--- src/rtl/max_pool_stream.sv ---
// max_pool_stream: streaming max/argmax reducer.
// NUM_IN lanes per beat pass through a registered pairwise comparator tree,
// then an accumulator stage reduces ACC_LEN consecutive valid beats into one
// window maximum plus its flat argmax (beat*NUM_IN + lane).
module max_pool_stream #(
    parameter  int DATA_WIDTH  = 32,
    parameter  int NUM_IN      = 4,
    parameter  int ACC_LEN     = 1,
    parameter  int SIGNED_MODE = 0,
    localparam int TREE_STAGES = (NUM_IN > 1) ? $clog2(NUM_IN) : 0,
    localparam int IDX_W       = (NUM_IN * ACC_LEN > 1) ? $clog2(NUM_IN * ACC_LEN) : 1
) (
    input  logic                         clk,
    input  logic                         reset,
    input  logic                         valid_in,
    input  logic [NUM_IN*DATA_WIDTH-1:0] data_in,
    output logic [DATA_WIDTH-1:0]        max_data,
    output logic [IDX_W-1:0]             max_index,
    output logic                         valid_out,
    output logic                         busy
);

    localparam int LANE_W = (TREE_STAGES > 0) ? TREE_STAGES : 1;
    localparam int CNT_W  = (ACC_LEN > 1) ? $clog2(ACC_LEN) : 1;

    // Strict greater-than; ties therefore keep the lower index / earlier beat.
    function automatic logic gt(input logic [DATA_WIDTH-1:0] a,
                                input logic [DATA_WIDTH-1:0] b);
        if (SIGNED_MODE != 0) return $signed(a) > $signed(b);
        return a > b;
    endfunction

    logic [DATA_WIDTH-1:0] tree_data;
    logic [LANE_W-1:0]     tree_lane;
    logic                  tree_valid;
    logic [LANE_W-1:0]     stage_v;

    generate
        if (TREE_STAGES == 0) begin : g_notree
            assign tree_data  = data_in[DATA_WIDTH-1:0];
            assign tree_lane  = '0;
            assign tree_valid = valid_in;
            assign stage_v    = '0;
        end else begin : g_tree
            for (genvar k = 0; k < TREE_STAGES; k++) begin : lvl
                localparam int N = NUM_IN >> (k + 1);

                logic [DATA_WIDTH-1:0] src_d  [2*N];
                logic [LANE_W-1:0]     src_ix [2*N];
                logic                  src_v;
                logic [DATA_WIDTH-1:0] d      [N];
                logic [LANE_W-1:0]     ix     [N];
                logic                  v;

                if (k == 0) begin : g_src
                    // Level 0 source: unpack the input lanes and tag each with its lane number.
                    always_comb begin
                        for (int unsigned j = 0; j < 2 * N; j++) begin
                            src_d[j]  = data_in[j*DATA_WIDTH +: DATA_WIDTH];
                            src_ix[j] = LANE_W'(j);
                        end
                        src_v = valid_in;
                    end
                end else begin : g_src
                    // Deeper levels read the previous level's registers.
                    always_comb begin
                        src_d  = lvl[k-1].d;
                        src_ix = lvl[k-1].ix;
                        src_v  = lvl[k-1].v;
                    end
                end

                // Register the winner of each adjacent pair; data holds when no beat arrives.
                always_ff @(posedge clk) begin
                    if (reset) begin
                        v <= 1'b0;
                        for (int unsigned j = 0; j < N; j++) begin
                            d[j]  <= '0;
                            ix[j] <= '0;
                        end
                    end else begin
                        v <= src_v;
                        if (src_v) begin
                            for (int unsigned j = 0; j < N; j++) begin
                                if (gt(src_d[2*j+1], src_d[2*j])) begin
                                    d[j]  <= src_d[2*j+1];
                                    ix[j] <= src_ix[2*j+1];
                                end else begin
                                    d[j]  <= src_d[2*j];
                                    ix[j] <= src_ix[2*j];
                                end
                            end
                        end
                    end
                end

                assign stage_v[k] = v;
            end

            assign tree_data  = lvl[TREE_STAGES-1].d[0];
            assign tree_lane  = lvl[TREE_STAGES-1].ix[0];
            assign tree_valid = lvl[TREE_STAGES-1].v;
        end
    endgenerate

    logic [CNT_W-1:0]      cnt;
    logic [DATA_WIDTH-1:0] acc_data;
    logic [IDX_W-1:0]      acc_idx;
    logic [DATA_WIDTH-1:0] next_data;
    logic [IDX_W-1:0]      next_idx;
    logic [IDX_W-1:0]      beat_idx;

    // Candidate window state: first beat loads, later beats replace only if strictly greater.
    always_comb begin
        beat_idx  = IDX_W'(int'(cnt) * NUM_IN + int'(tree_lane));
        next_data = acc_data;
        next_idx  = acc_idx;
        if (cnt == '0 || gt(tree_data, acc_data)) begin
            next_data = tree_data;
            next_idx  = beat_idx;
        end
    end

    // Beat counter and accumulator; the last beat of a window publishes the result.
    always_ff @(posedge clk) begin
        if (reset) begin
            cnt       <= '0;
            acc_data  <= '0;
            acc_idx   <= '0;
            max_data  <= '0;
            max_index <= '0;
            valid_out <= 1'b0;
        end else begin
            valid_out <= 1'b0;
            if (tree_valid) begin
                if (cnt == CNT_W'(ACC_LEN - 1)) begin
                    max_data  <= next_data;
                    max_index <= next_idx;
                    valid_out <= 1'b1;
                    cnt       <= '0;
                end else begin
                    acc_data <= next_data;
                    acc_idx  <= next_idx;
                    cnt      <= cnt + CNT_W'(1);
                end
            end
        end
    end

    assign busy = (|stage_v) || (cnt != '0);

endmodule

--- config.mk ---
export PLATFORM = sky130hd
export DESIGN_NAME = max_pool_stream
export DESIGN_NICKNAME = d
export VERILOG_FILES = /design/src/rtl/max_pool_stream.sv
export SDC_FILE = /design/constraint.sdc
export NUM_CORES = 1
export LEC_CHECK = 0
export CORE_MARGIN = 1.5
export CORE_UTILIZATION = 40
export CTS_CLUSTER_SIZE = 25
export DETAILED_ROUTE_END_ITERATION = 12
export HOLD_SLACK_MARGIN = 0.02
export PLACE_DENSITY = 0.64
export RECOVER_POWER = 100
export SYNTH_ARGS = -nofsm -noshare
export SYNTH_HDL_FRONTEND = slang
export SYNTH_SLANG_ARGS = --single-unit
--- constraint.sdc ---
create_clock -name clk -period 3.15 [get_ports clk]
set_clock_uncertainty 0.05 [all_clocks]
set_input_delay 0.4725 -clock clk [delete_from_list [all_inputs] [get_ports clk]]
set_output_delay 0.4725 -clock clk [all_outputs]
set_load 0.02 [all_outputs]
==> impl_summary.log <==
[metrics] final setup fails: 0
[metrics] slowest cell delay on critical path: 0.49 ns
[metrics] end point of the worst hold path: g_tree.lvl[0].ix[1]
[metrics] top-level I/O count: ~170
[metrics] violated checks: capacitance limit, slew limit
[metrics] routed length per instance: 15.1 µm
[metrics] setup repair after global routing missed its margin: no
[metrics] drc violations: 0
[metrics] Clk Latency, worst-skew pair: 0.41 ns
[metrics] final number of hold-violating endpoints: 0
[metrics] most prevalent standard cell on the critical path: sky130_fd_sc_hd__buf_12
[metrics] Worst setup EP type: flop
[metrics] net count reported at finish: 1431
[metrics] vias after detailed routing: 7897
[metrics] first-pass GRT wire length: 37200 µm
[metrics] initial antenna violation count: 0
[metrics] most used standard cell by instance count after synthesis: sky130_fd_sc_hd__nor2_1
[metrics] post-synthesis sequential area ratio: 34.2%
[metrics] detail-routed via count per cell: 5.28
[metrics] count of standard-cell rows: 54
[metrics] startpoint kind of the worst setup timing path: input port
[metrics] largest net degree at the start of global routing: around 100
[metrics] result of the run: complete, but fails checks
[metrics] most used flip-flop cell after synthesis: sky130_fd_sc_hd__dfxtp_1
[metrics] Synth top area share: 22.9%
[metrics] vertical die dimension: about 150 µm
[metrics] total of flip-flops plus latches after synthesis: 138
[metrics] worst hold path startpoint: g_tree.lvl[0].ix[1]
[metrics] dominant cell type by area after synthesis: sky130_fd_sc_hd__dfxtp_1
[metrics] share of flip-flops with an asynchronous set or reset after synthesis: 0%
[metrics] share of the clock period used by the worst path: 94.5%
[metrics] cell types with the highest counts after synthesis: sky130_fd_sc_hd__nor2_1 (110), sky130_fd_sc_hd__dfxtp_1 (104), sky130_fd_sc_hd__inv_1 (98), sky130_fd_sc_hd__mux2i_1 (98), sky130_fd_sc_hd__ha_1 (96)
[metrics] Post-CTS Resized: 0
[metrics] number of global-route vias before repair: 7301
[metrics] total power divided by cell area: 441 nW/µm²
[metrics] startpoint of the lowest-slack register-to-register path: g_tree.lvl[0].d[59]
[metrics] layout cell share with drive strength beyond 1: 5.92%
[metrics] CTS tree: built
[metrics] remaining max-slew budget at the tightest pin: -46.8%
[metrics] post-CTS setup buffer count: 0
[metrics] chain of cells forming the critical path: clkdlybuf4s50_1 -> inv_1 -> ha_1 -> nand4_1 -> nor4_1 -> a21boi_0 -> nor4b_1 -> buf_4 -> o22a_1 -> buf_12 -> buf_12 -> mux2i_1 -> a211oi_1
[metrics] horizontal extent of the die: ~150 µm
[metrics] Detail Placement HPWL: 17400 µm
[metrics] setup slack after placement: -0.200 ns
[metrics] Antenna Cells: 0
[metrics] warning count from the yosys run: 0
[metrics] Final Max Tran Viols: 35
[metrics] Crit path max-delay family: buffers and inverters
[metrics] Post-synth EDFFs: 34
[metrics] top post-synthesis cells by area: sky130_fd_sc_hd__dfxtp_1 (23%), sky130_fd_sc_hd__ha_1 (13%), sky130_fd_sc_hd__edfxtp_1 (11%)
[metrics] CP required: 3.42 ns
[metrics] number of antenna-violating nets in the routed design: 0
[metrics] maximum clock path buffer count: 2
[metrics] Avg Inst Size Synth: 8.55 µm²
[metrics] clock transition time at the flip-flop clock pins of the worst setup and hold paths: approximately 0.06 ns
[metrics] area of the placeable core: approximately 22000 µm²
[metrics] kind of critical path: input port to flop
[metrics] maximum fanout encountered on the critical timing path: 7
[metrics] hold buffer count at CTS: 0
[metrics] effective utilization at floorplan: 41.2%
[metrics] slew at the pin closest to its max-slew limit: 2.20 ns
[metrics] setup slack on the worst flop-to-flop path: 0.28 ns
[metrics] Total Routed Length: 22600 µm
[metrics] overflow left after global routing: 0
[metrics] reported max-cap violation count: 1
[metrics] TritonCTS buffer count: 17
[metrics] Worst Reg2Reg Path Length in Cells: 9
[metrics] PnR worst setup slack: 0.175 ns
[metrics] Synth-to-Final Area Change: 28.3%
[metrics] WHS Path Cells: 2
[metrics] fmax: 336 MHz
[metrics] final core utilization: 52.9%
[metrics] root buf cell: sky130_fd_sc_hd__clkbuf_16
[metrics] first-iteration detailed-routing DRC count: 668
[metrics] Cell Area, Synth: 9080 µm²
[metrics] global-route usage over all layers: 19.5%
[metrics] LEAKAGE: around 5 nW
[metrics] library cell contributing the largest single delay on the critical path: sky130_fd_sc_hd__clkdlybuf4s50_1
[metrics] total die area: 23600 µm²
[metrics] post-synthesis net count: 1289
[metrics] data arrival at the endpoint of the critical path: 3.24 ns
[metrics] path category of the worst min-delay check: flop to flop
[metrics] I/O Buffers: 166
[metrics] worst ir drop on vdd: 229 µV
[metrics] Final GP Congestion: between 0.9 and 1
[metrics] number of sinks handled by clock tree synthesis: 138
[metrics] worst r2r dst: g_tree.lvl[1].d[0][0]
[metrics] Max H-tree Level: 4
[metrics] minimum clock period: 2.98 ns
[metrics] count of cell types in the netlist: 45
[metrics] Mapped Cells: around 1100
[metrics] WP buf/inv: 5
[metrics] number of optimization iterations in the first detailed-route pass: 5
-- final cells by class --
| class | instances | area [µm²] |
|---|---|---|
| inverters | 98 | 368 |
| fillers | 2055 | 10400 |
| flip-flops and latches | 138 | 3100 |
| clock inverters | 12 | 96.3 |
| multi-input cells | 750 | 5250 |
| clock buffers | 20 | 468 |
| repair buffers | 199 | 2010 |
| well taps | 280 | 350 |
-- cell usage in the layout (no fill, tap or decap), types with 20 or more instances in the layout --
cell,instances
sky130_fd_sc_hd__a21oi_1,74
sky130_fd_sc_hd__inv_1,98
sky130_fd_sc_hd__clkdlybuf4s50_1,128
sky130_fd_sc_hd__a31oi_1,32
sky130_fd_sc_hd__dfxtp_1,103
sky130_fd_sc_hd__o22a_1,33
sky130_fd_sc_hd__nand2_1,84
sky130_fd_sc_hd__edfxtp_1,34
sky130_fd_sc_hd__o21ai_0,42
sky130_fd_sc_hd__nor2_1,110
sky130_fd_sc_hd__buf_4,20
sky130_fd_sc_hd__a211oi_1,68
sky130_fd_sc_hd__dlygate4sd3_1,36
sky130_fd_sc_hd__ha_1,96
sky130_fd_sc_hd__mux2i_1,98
sky130_fd_sc_hd__nand3_1,38
-- where the power goes --
group	internal (mW)	switching, mW	total [mW]
clock network	1.14	0.748	1.89
logic	0.590	0.604	1.19
registers	1.94	0.116	2.05
total	3.67	1.47	5.14
-- state kept, by name (all words and copies together) (netlist names) --
| name | cells |
|---|---|
| valid_out | 1 |
| g_tree.lvl.v | 2 |
| g_tree.lvl.d | 96 |
| g_tree.lvl.ix | 5 |
| max_index | 2 |
| max_data | 32 |
-- per-layer routing --
metal	part of all wire (%)	vias to the layer above	GRT usage, %
li1	-	4122	-
met1	50	3531	28.7
met2	41	217	27.4
met3	7.3	27	4.93
met4	1.8	0	6.56
met5	0	-	0
-- through the flow --
stage / total power [mW] / hold slack, ns / TNS [ns] / instance area [µm²] / instances
2_1_floorplan: 2.82 / 0.384 / 0 / 9080 / 1062
3_3_place_gp: 3.26 / 0.398 / -5.23 / 11100 / 1465
3_5_place_dp: 3.29 / 0.413 / -7.91 / 11100 / 1465
4_1_cts: 5.19 / 0.349 / 0 / 11700 / 1497
5_1_grt: 5.42 / 0.446 / 0 / 11600 / 1497
6_report: 5.14 / 0.421 / 0 / 11600 / 1497
-- cell families after synthesis --
logic type / share of synthesized area, %
AO/OA/AOI/OAI: 20.2
adder cells (fa/ha/maj): 13.2
buffers and inverters: 8.16
flip-flops: 34.2
multiplexers: 10.8
AND/OR/NAND/NOR: 13.4
-- how the worst max path moves through the flow --
stage                            from                   to  depth (start not counted)  slack [ns]
after floorplan            data_in[7]  g_tree.lvl[0].d[32]                         10        0.65
after global placement    data_in[15]  g_tree.lvl[0].d[55]                         10       -0.20
after detailed placement  data_in[77]  g_tree.lvl[0].d[10]                         13       -0.20
after CTS                 data_in[74]  g_tree.lvl[0].d[10]                         13        0.24
after global routing      data_in[77]   g_tree.lvl[0].d[9]                         13        0.06
final                     data_in[74]  g_tree.lvl[0].d[10]                         13        0.17
-- tightest hold or removal path, cell delays in order, from the launching register on --
cell,delay [ns]
sky130_fd_sc_hd__dfxtp_1,0.31
sky130_fd_sc_hd__nor2_1,0.08
sky130_fd_sc_hd__nor2_1,0.04
No activity file was read; power rests on OpenSTA's default activity.
